--- src/rtl/seven_seg_scan_mux.sv ---
// Three-digit seven-segment scan multiplexer with tear-free frame-boundary updates and blank guard slots.
// Optional macro BRIGHTNESS_EN adds a bright[3:0] input and a 4-bit PWM gate on the digit enable.
module seven_seg_scan_mux #(
  parameter int REFRESH_DIV    = 50000,
  parameter int BLANK_CYCLES   = 16,
  parameter bit SEG_ACTIVE_LOW = 1'b1,
  parameter bit DIG_ACTIVE_LOW = 1'b1
) (
  input  logic       clk,
  input  logic       rst,
  input  logic       load,
  input  logic [6:0] seg0_in,
  input  logic [6:0] seg1_in,
  input  logic [6:0] seg2_in,
`ifdef BRIGHTNESS_EN
  input  logic [3:0] bright,
`endif
  output logic [6:0] seg_out,
  output logic [2:0] dig_en,
  output logic       frame_done
);

  localparam int            CW        = (REFRESH_DIV > 1) ? $clog2(REFRESH_DIV) : 1;
  localparam logic [CW-1:0] CNT_LAST  = CW'(REFRESH_DIV - 1);
  localparam logic [CW-1:0] BLANK_END = CW'(BLANK_CYCLES);
  localparam logic [6:0]    SEG_OFF   = SEG_ACTIVE_LOW ? 7'h7F : 7'h00;
  localparam logic [2:0]    DIG_OFF   = DIG_ACTIVE_LOW ? 3'b111 : 3'b000;

  typedef enum logic {
    PH_BLANK,
    PH_SHOW
  } phase_e;

  logic [CW-1:0]   cnt_q, cnt_d;
  logic [1:0]      idx_q, idx_d;
  logic            pending_q, pending_d;
  logic [2:0][6:0] sh_q, sh_d;
  logic [2:0][6:0] ac_q, ac_d;
  logic [6:0]      seg_q, seg_d;
  logic [2:0]      dig_q, dig_d;
  logic            frame_done_q, frame_done_d;

  phase_e          phase;
  logic            boundary;
  logic            digit_on;
  logic [2:0][6:0] in_pat;
  logic [6:0]      cur_pat;
  logic [6:0]      seg_raw;
  logic [2:0]      dig_raw;

`ifdef BRIGHTNESS_EN
  logic [3:0] pwm_q, pwm_d;
`endif

  assign in_pat = {seg2_in, seg1_in, seg0_in};

  // NOTE: every signal written here gets a default first, so no path leaves one unassigned and no latch is inferred.
  always_comb begin
    cnt_d        = cnt_q + 1'b1;
    idx_d        = idx_q;
    pending_d    = pending_q;
    sh_d         = sh_q;
    ac_d         = ac_q;
    boundary     = (cnt_q == CNT_LAST) && (idx_q == 2'd2);
    frame_done_d = boundary;

    if (cnt_q == CNT_LAST) begin
      cnt_d = '0;
      idx_d = (idx_q == 2'd2) ? 2'd0 : idx_q + 2'd1;
    end

    // A strobe on the boundary itself goes straight to the active set and beats any older shadow.
    if (boundary) begin
      if (load) begin
        ac_d = in_pat;
      end else if (pending_q) begin
        ac_d = sh_q;
      end
      pending_d = 1'b0;
    end else if (load) begin
      sh_d      = in_pat;
      pending_d = 1'b1;
    end

    phase = (cnt_q < BLANK_END) ? PH_BLANK : PH_SHOW;

    case (idx_q)
      2'd0:    cur_pat = ac_q[0];
      2'd1:    cur_pat = ac_q[1];
      default: cur_pat = ac_q[2];
    endcase

`ifdef BRIGHTNESS_EN
    pwm_d    = pwm_q + 4'd1;
    digit_on = (phase == PH_SHOW) && ((bright == 4'hF) || (pwm_q < bright));
`else
    digit_on = (phase == PH_SHOW);
`endif

    seg_raw = (phase == PH_SHOW) ? cur_pat : 7'h00;
    dig_raw = digit_on ? (3'b001 << idx_q) : 3'b000;
    seg_d   = SEG_ACTIVE_LOW ? ~seg_raw : seg_raw;
    dig_d   = DIG_ACTIVE_LOW ? ~dig_raw : dig_raw;
  end

  // NOTE: state is updated with non-blocking assignments so every flop samples pre-edge values.
  always_ff @(posedge clk) begin
    if (rst) begin
      cnt_q        <= '0;
      idx_q        <= 2'd0;
      pending_q    <= 1'b0;
      // NOTE: the pattern stores are reset too, so a stale pending load can never surface after reset.
      sh_q         <= '0;
      ac_q         <= '0;
      seg_q        <= SEG_OFF;
      dig_q        <= DIG_OFF;
      frame_done_q <= 1'b0;
    end else begin
      cnt_q        <= cnt_d;
      idx_q        <= idx_d;
      pending_q    <= pending_d;
      sh_q         <= sh_d;
      ac_q         <= ac_d;
      seg_q        <= seg_d;
      dig_q        <= dig_d;
      frame_done_q <= frame_done_d;
    end
  end

`ifdef BRIGHTNESS_EN
  always_ff @(posedge clk) begin
    if (rst) begin
      pwm_q <= 4'd0;
    end else begin
      pwm_q <= pwm_d;
    end
  end
`endif

  assign seg_out    = seg_q;
  assign dig_en     = dig_q;
  assign frame_done = frame_done_q;

endmodule

--- config.mk ---
export PLATFORM = sky130hd
export DESIGN_NAME = seven_seg_scan_mux
export DESIGN_NICKNAME = d
export VERILOG_FILES = /design/src/rtl/seven_seg_scan_mux.sv
export SDC_FILE = /design/constraint.sdc
export NUM_CORES = 1
export LEC_CHECK = 0
export CAP_MARGIN = 10
export CORE_UTILIZATION = 50
export DETAILED_ROUTE_END_ITERATION = 8
export DONT_BUFFER_PORTS = 1
export MAX_ROUTING_LAYER = met4
export PLACE_DENSITY = 0.64
export SYNTH_ARGS = -nofsm -noshare
export SYNTH_HDL_FRONTEND = slang
export SYNTH_SLANG_ARGS = --single-unit
--- constraint.sdc ---
create_clock -name clk -period 4.04 [get_ports clk]
set_clock_uncertainty 0.05 [all_clocks]
set_input_delay 0.808 -clock clk [delete_from_list [all_inputs] [get_ports clk]]
set_output_delay 0.808 -clock clk [all_outputs]
set_load 0.03 [all_outputs]
==> results of run 1 <==
metrics by stage:
stage / instance area (sq um) / worst slack (ps)
final: 3750 / 1230
after global routing: 3750 / 1110
after CTS: 3750 / 1240
after detailed placement: 3510 / 1260
after global placement: 3510 / 1340
after floorplan: 3510 / 1760
cell families (layout without fill, tap and decap cells):
family / after synthesis / after routing / synth area share (%)
xor gates and xnor gates: 14 / 14 / 3.49
adders and majority gates: 1 / 1 / 0.356
and+or+nand+nor: 203 / 203 / 32.0
AOI/OAI and AO/OA: 95 / 95 / 15.9
DFF: 72 / 72 / 41.0
muxes: 7 / 7 / 2.00
buffers and inverters: 43 / 24 / 5.27
power groups by stage:
stage          clock [mW]  sequential, mW  combinational, mW
2_1_floorplan           0           0.757             0.0717
3_3_place_gp            0           0.760             0.0610
3_5_place_dp            0           0.760             0.0623
4_1_cts             0.703           0.744             0.0628
5_1_grt             0.740           0.747             0.0712
6_report            0.689           0.744             0.0622
cell type report:
cell class / count / area [sq um] / share of cell area (%)
inverters: 3 / 11.3 / 0.300
multi-input cells: 320 / 1900 / 50.6
clock buffers: 9 / 124 / 3.30
repair buffers: 5 / 37.5 / 1.00
clock inverters: 7 / 120 / 3.20
well taps: 96 / 120 / 3.20
flip-flops and latches: 72 / 1440 / 38.4
cells in the final DEF (no fill, tap or decap), types with 4 or more instances in the layout:
cell / netlist / routed
nand2_1: 45 / 45
or3_1: 35 / 35
o21ai_0: 40 / 40
a211o_1: 21 / 21
clkbuf_8: 0 / 9
xnor2_1: 10 / 10
nand3_1: 13 / 13
a21oi_1: 32 / 32
nand2b_1: 23 / 23
nand4_1: 8 / 8
mux2i_1: 7 / 7
nor4_1: 4 / 4
dfxtp_1: 72 / 72
xor2_1: 4 / 4
nor4b_1: 21 / 21
nor3_1: 25 / 25
buf_4: 0 / 5
nor2_1: 21 / 21
critical path, stage by stage (launching register included):
cell and delay, ps:
dfxtp_1 340, or4_4 570, or4_2 910, buf_4 370, nor4b_1 360, or3_1 150
routing by layer:
metal | track usage (%) | vias up
li1 | - | 1505
met1 | 31.4 | 1430
met2 | 35.4 | 77
met3 | 6.06 | 11
met4 | 8.33 | 0
met5 | - | -
worst max-delay path by stage:
| stage | end | from | slack, ps |
|---|---|---|---|
| after global placement | ac_q[20] | cnt_q[13] | 1340 |
| after global routing | sh_q[13] | cnt_q[13] | 1110 |
| after floorplan | cnt_q[10] | cnt_q[13] | 1760 |
| after detailed placement | ac_q[8] | cnt_q[12] | 1260 |
| after CTS | ac_q[8] | cnt_q[12] | 1240 |
| final | sh_q[6] | cnt_q[13] | 1230 |
sequential cells by signal, summed over array words and instances (netlist names):
register,cells
ac_q,21
sh_q,21
dig_en,3
pending_q,1
frame_done,1
seg_out,7
idx_q,2
cnt_q,16
==> flow_summary.toml, run 1 <==
[run_status]
outcome = "finished clean"

[sta]
period_minus_slack_ps = 2810
hold_violations = 0
slew_viol_final = 0
tns_ps = 0
hold_ws_ps = 420
period_share_pct = 69.6
setup_viol = 0
rsz0062_at_grt = "false"
worst_slew_pin_slew_ps = 599
fmax_mhz = 356
slew_headroom_pct = 59.9

[power_and_ir_drop]
total_power_mw = 1.50
clkPwrFrac_pct = 46.1
p_sw_share_pct = 21.3
vdd_drop_max_v = 0.000187
p_leak_nw = 1.22
pwr-share-comb_pct = 4.2
internal_power_mw = 1.18
power_switching_uw = 319
seqPwrFrac_pct = 49.8
powerDensity_nw_per_um2 = 399

[route]
highest_layer = "met4"
firstDrtPassIters = 5
wl_met3_microns = 442
drcViolationCount = 0
drtIter0Drc = 183
route.met2.wl_microns = 3660
viasPerCell = 5.90
via_count = 3023
ant_nets = 0
post_drt_wl_per_cell_microns = 15.7
wirelength_microns = 8020
wl_met1_microns = 3790

[clocking]
numCtsBuffers = 9
cts_hold_buf = 0
htreeDepth = 3
clkLatencyLatePin_ps = 350
clkSinkCount = 72
max-clock-path-buffers = 2
path_clk_slew_ps = 70
cts_root_buf = "clkbuf_8"
cts_resized = 0
cts_tree = "done"
cts_setup_buffers = 0

[logic_synthesis]
synthCells = 435
synth_top_cell_by_area = "dfxtp_1"
netlist.area_leader.share_pct = 41.0
async_flop_share_pct = 0
syn-cell-area_sq_um = 3510
synth.most_common_cell = "dfxtp_1"
synth_edf_count = 0
yosysUniqueCellTypes = 30
ys.flop_type = "dfxtp_1"
syn_nets = 460
synth-seq-cells = 72
synth_seq_area_share_pct = 41.0
synthTopCellsByArea = "dfxtp_1, or3_1, o21ai_0"
syn_area_per_cell_sq_um = 8.07
yosysWarnings = 0
synth_commonest_cells = "dfxtp_1, nand2_1, o21ai_0"

[global_route]
grtUsageTotal_pct = 23.8
grt_max_degree = 104
antenna_found_initial = 0
grt_pass1_vias = 2633
grt_pass1_wl_microns = 13200
grt.overflow.total = 0

[floorplanning]
rows = 30
die_w_microns = 85.8
start_util_pct = 51.7
core_region_area_sq_um = 6790
die_area_sq_um = 7360
die_h_microns = 85.8
ioPinCount = 35

[setup_path]
cp-start-kind = "flip-flop"
worst_r2r_path_depth = 5
crit_arrival_ps = 3050
r2r-end = "sh_q[6]"
crit_required_ps = 4280
r2r_start = "cnt_q[13]"
r2r_slack_ps = 1230
crit_type = "flip-flop to flip-flop"
cp-end-kind = "flip-flop"
path_max_fanout = 49

[worst_hold_path]
hold_start = "ac_q[16]"
hold_class = "flip-flop to flip-flop"
min_to = "ac_q[16]"
worstHoldPathCells = 2

[flow_run]
maxCapViolCount = 0

[placement]
gp_congestion = 0.920
post-place-cells = 496
place.port_buffers = 0
hpwl_microns = 4910

[final_layout]
diodes = 0
final_util_pct = 55.2
synthToLayoutAreaGrowth_pct = 6.88
drive_gt1_share_pct = 6.25
nNetsFinal = 436
finalNonFillerCells = 512
fillCellCount = 652
(Power assumes the default switching activity.)
==> run 2: changes to the inputs <==
clock period = 2.7 ns   (was 4.04 ns; I/O delays follow)
==> flow_summary.toml, run 2 (synthesis results as in run 1) <==
[run_status]
outcome = "finished clean"

[final_layout]
reg_top3 = "ac_q x21, sh_q x21, cnt_q x16"
nNetsFinal = 440
synthToLayoutAreaGrowth_pct = 6.80
final_common_cell = "dfxtp_1"
final_util_pct = 55.2
diodes = 0
drive_gt1_share_pct = 6.67
finish.instance_area_sq_um = 3750
fillCellCount = 609
final_cell_mix = "dfxtp_1, nand2_1, o21ai_0"
finalNonFillerCells = 516

[sta]
hold_violations = 0
slew_headroom_pct = 25.8
worst_slew_pin_slew_ps = 1110
layout_setup_ws_ps = 223
tns_ps = 0
hold_ws_ps = 210
period_share_pct = 91.7
period_minus_slack_ps = 2480
rsz0062_at_grt = "false"
setup_viol = 0
fmax_mhz = 404
slew_viol_final = 0

[placement]
hpwl_microns = 4940
place.port_buffers = 0
gp_congestion = 0.907
dp_slack_ps = 270
post-place-cells = 500
place_area_sq_um = 3550

[global_route]
antenna_found_initial = 0
grtUsageTotal_pct = 23.7
grt_max_degree = 104
grt_pass1_wl_microns = 13400
grt.overflow.total = 0
grt_pass1_vias = 2810

[clocking]
path_clk_slew_ps = 80
clkSinkCount = 72
cts_resized = 0
cts_root_buf = "clkbuf_8"
cts_tree = "done"
clkLatencyLatePin_ps = 340
cts_hold_buf = 0
htreeDepth = 3
cts_setup_buffers = 0
numCtsBuffers = 9
max-clock-path-buffers = 2

[setup_path]
crit_path_top_delay_cell = "or4_2"
crit_type = "flip-flop to flip-flop"
crit_required_ps = 2940
cp_slowest_stage_delay_ps = 710
cp-end-kind = "flip-flop"
cp-start-kind = "flip-flop"
crit_path_cell_trace = "or4_4 -> or4_2 -> buf_12 -> nor4b_1 -> or3_1"
crit_arrival_ps = 2710
path_max_fanout = 67

[route]
firstDrtPassIters = 5
via_count = 3033
drcViolationCount = 0
ant_nets = 0
viasPerCell = 5.88
wirelength_microns = 7980
post_drt_wl_per_cell_microns = 15.5
drtIter0Drc = 174

[floorplanning]
die_h_microns = 85.8
ioPinCount = 35
die_w_microns = 85.8
die_area_sq_um = 7360
start_util_pct = 51.7
core_region_area_sq_um = 6790
rows = 30

[power_and_ir_drop]
total_power_mw = 2.05
p_leak_nw = 1.22
powerDensity_nw_per_um2 = 548
vdd_drop_max_v = 0.000338

[flow_run]
maxCapViolCount = 0

[worst_hold_path]
hold_class = "primary input to flip-flop"
## run 2: cell types whose count changed in the layout (fill, tap and decap cells not counted)
cell        delta
clkinv_2       -1
buf_4          +3
clkinv_4       -1
clkbuf_8       +1
clkinvlp_4     +1
clkbuf_1       +2
bufinv_16      -2
buf_12         +1
## run 2: cell type report
| type | instances | area, sq um | area share (%) |
|---|---|---|---|
| repair buffers | 9 | 80.1 | 2.13 |
| flip-flops and latches | 72 | 1440 | 38.4 |
| multi-input cells | 320 | 1900 | 50.6 |
| clock inverters | 4 | 53.8 | 1.43 |
| well taps | 96 | 120 | 3.20 |
| clock buffers | 12 | 145 | 3.87 |
| inverters | 3 | 11.3 | 0.300 |
## run 2: worst paths after layout
| check | startpoint | endpoint | slack [ps] | depth (start not counted) |
|---|---|---|---|---|
| worst min register to register | ac_q[8] | ac_q[8] | 420 | 2 |
| worst max register to register | cnt_q[12] | sh_q[17] | 220 | 5 |
| worst max-delay path | cnt_q[12] | sh_q[17] | 220 | 5 |
| worst min-delay path | rst | ac_q[19] | 210 | 1 |
## run 2: power by group
part / switching (mW) / internal (mW) / leakage, nW / total [mW]
combinational: 0.0418 / 0.0519 / 0.537 / 0.0937
clock: 0.391 / 0.454 / 0.0928 / 0.846
sequential: 0.0187 / 1.10 / 0.587 / 1.11
total: 0.452 / 1.60 / 1.22 / 2.05
## run 2: routing by layer
layer / global-route usage (%) / wire [microns] / up-vias / share of wire (%)
met1: 30.0 / 3630 / 1420 / 45
met4: 10.0 / 150 / 0 / 1.9
met2: 36.9 / 3780 / 84 / 47
met3: 5.10 / 425 / 10 / 5.3
li1: - / - / 1519 / -
met5: - / 0 / - / 0
## run 2: critical path, delay by kind of cell (launching register included)
kind                   cells  cell delay, ps
buffers and inverters      1             220
and+or+nand+nor            4            1770
DFF                        1             350
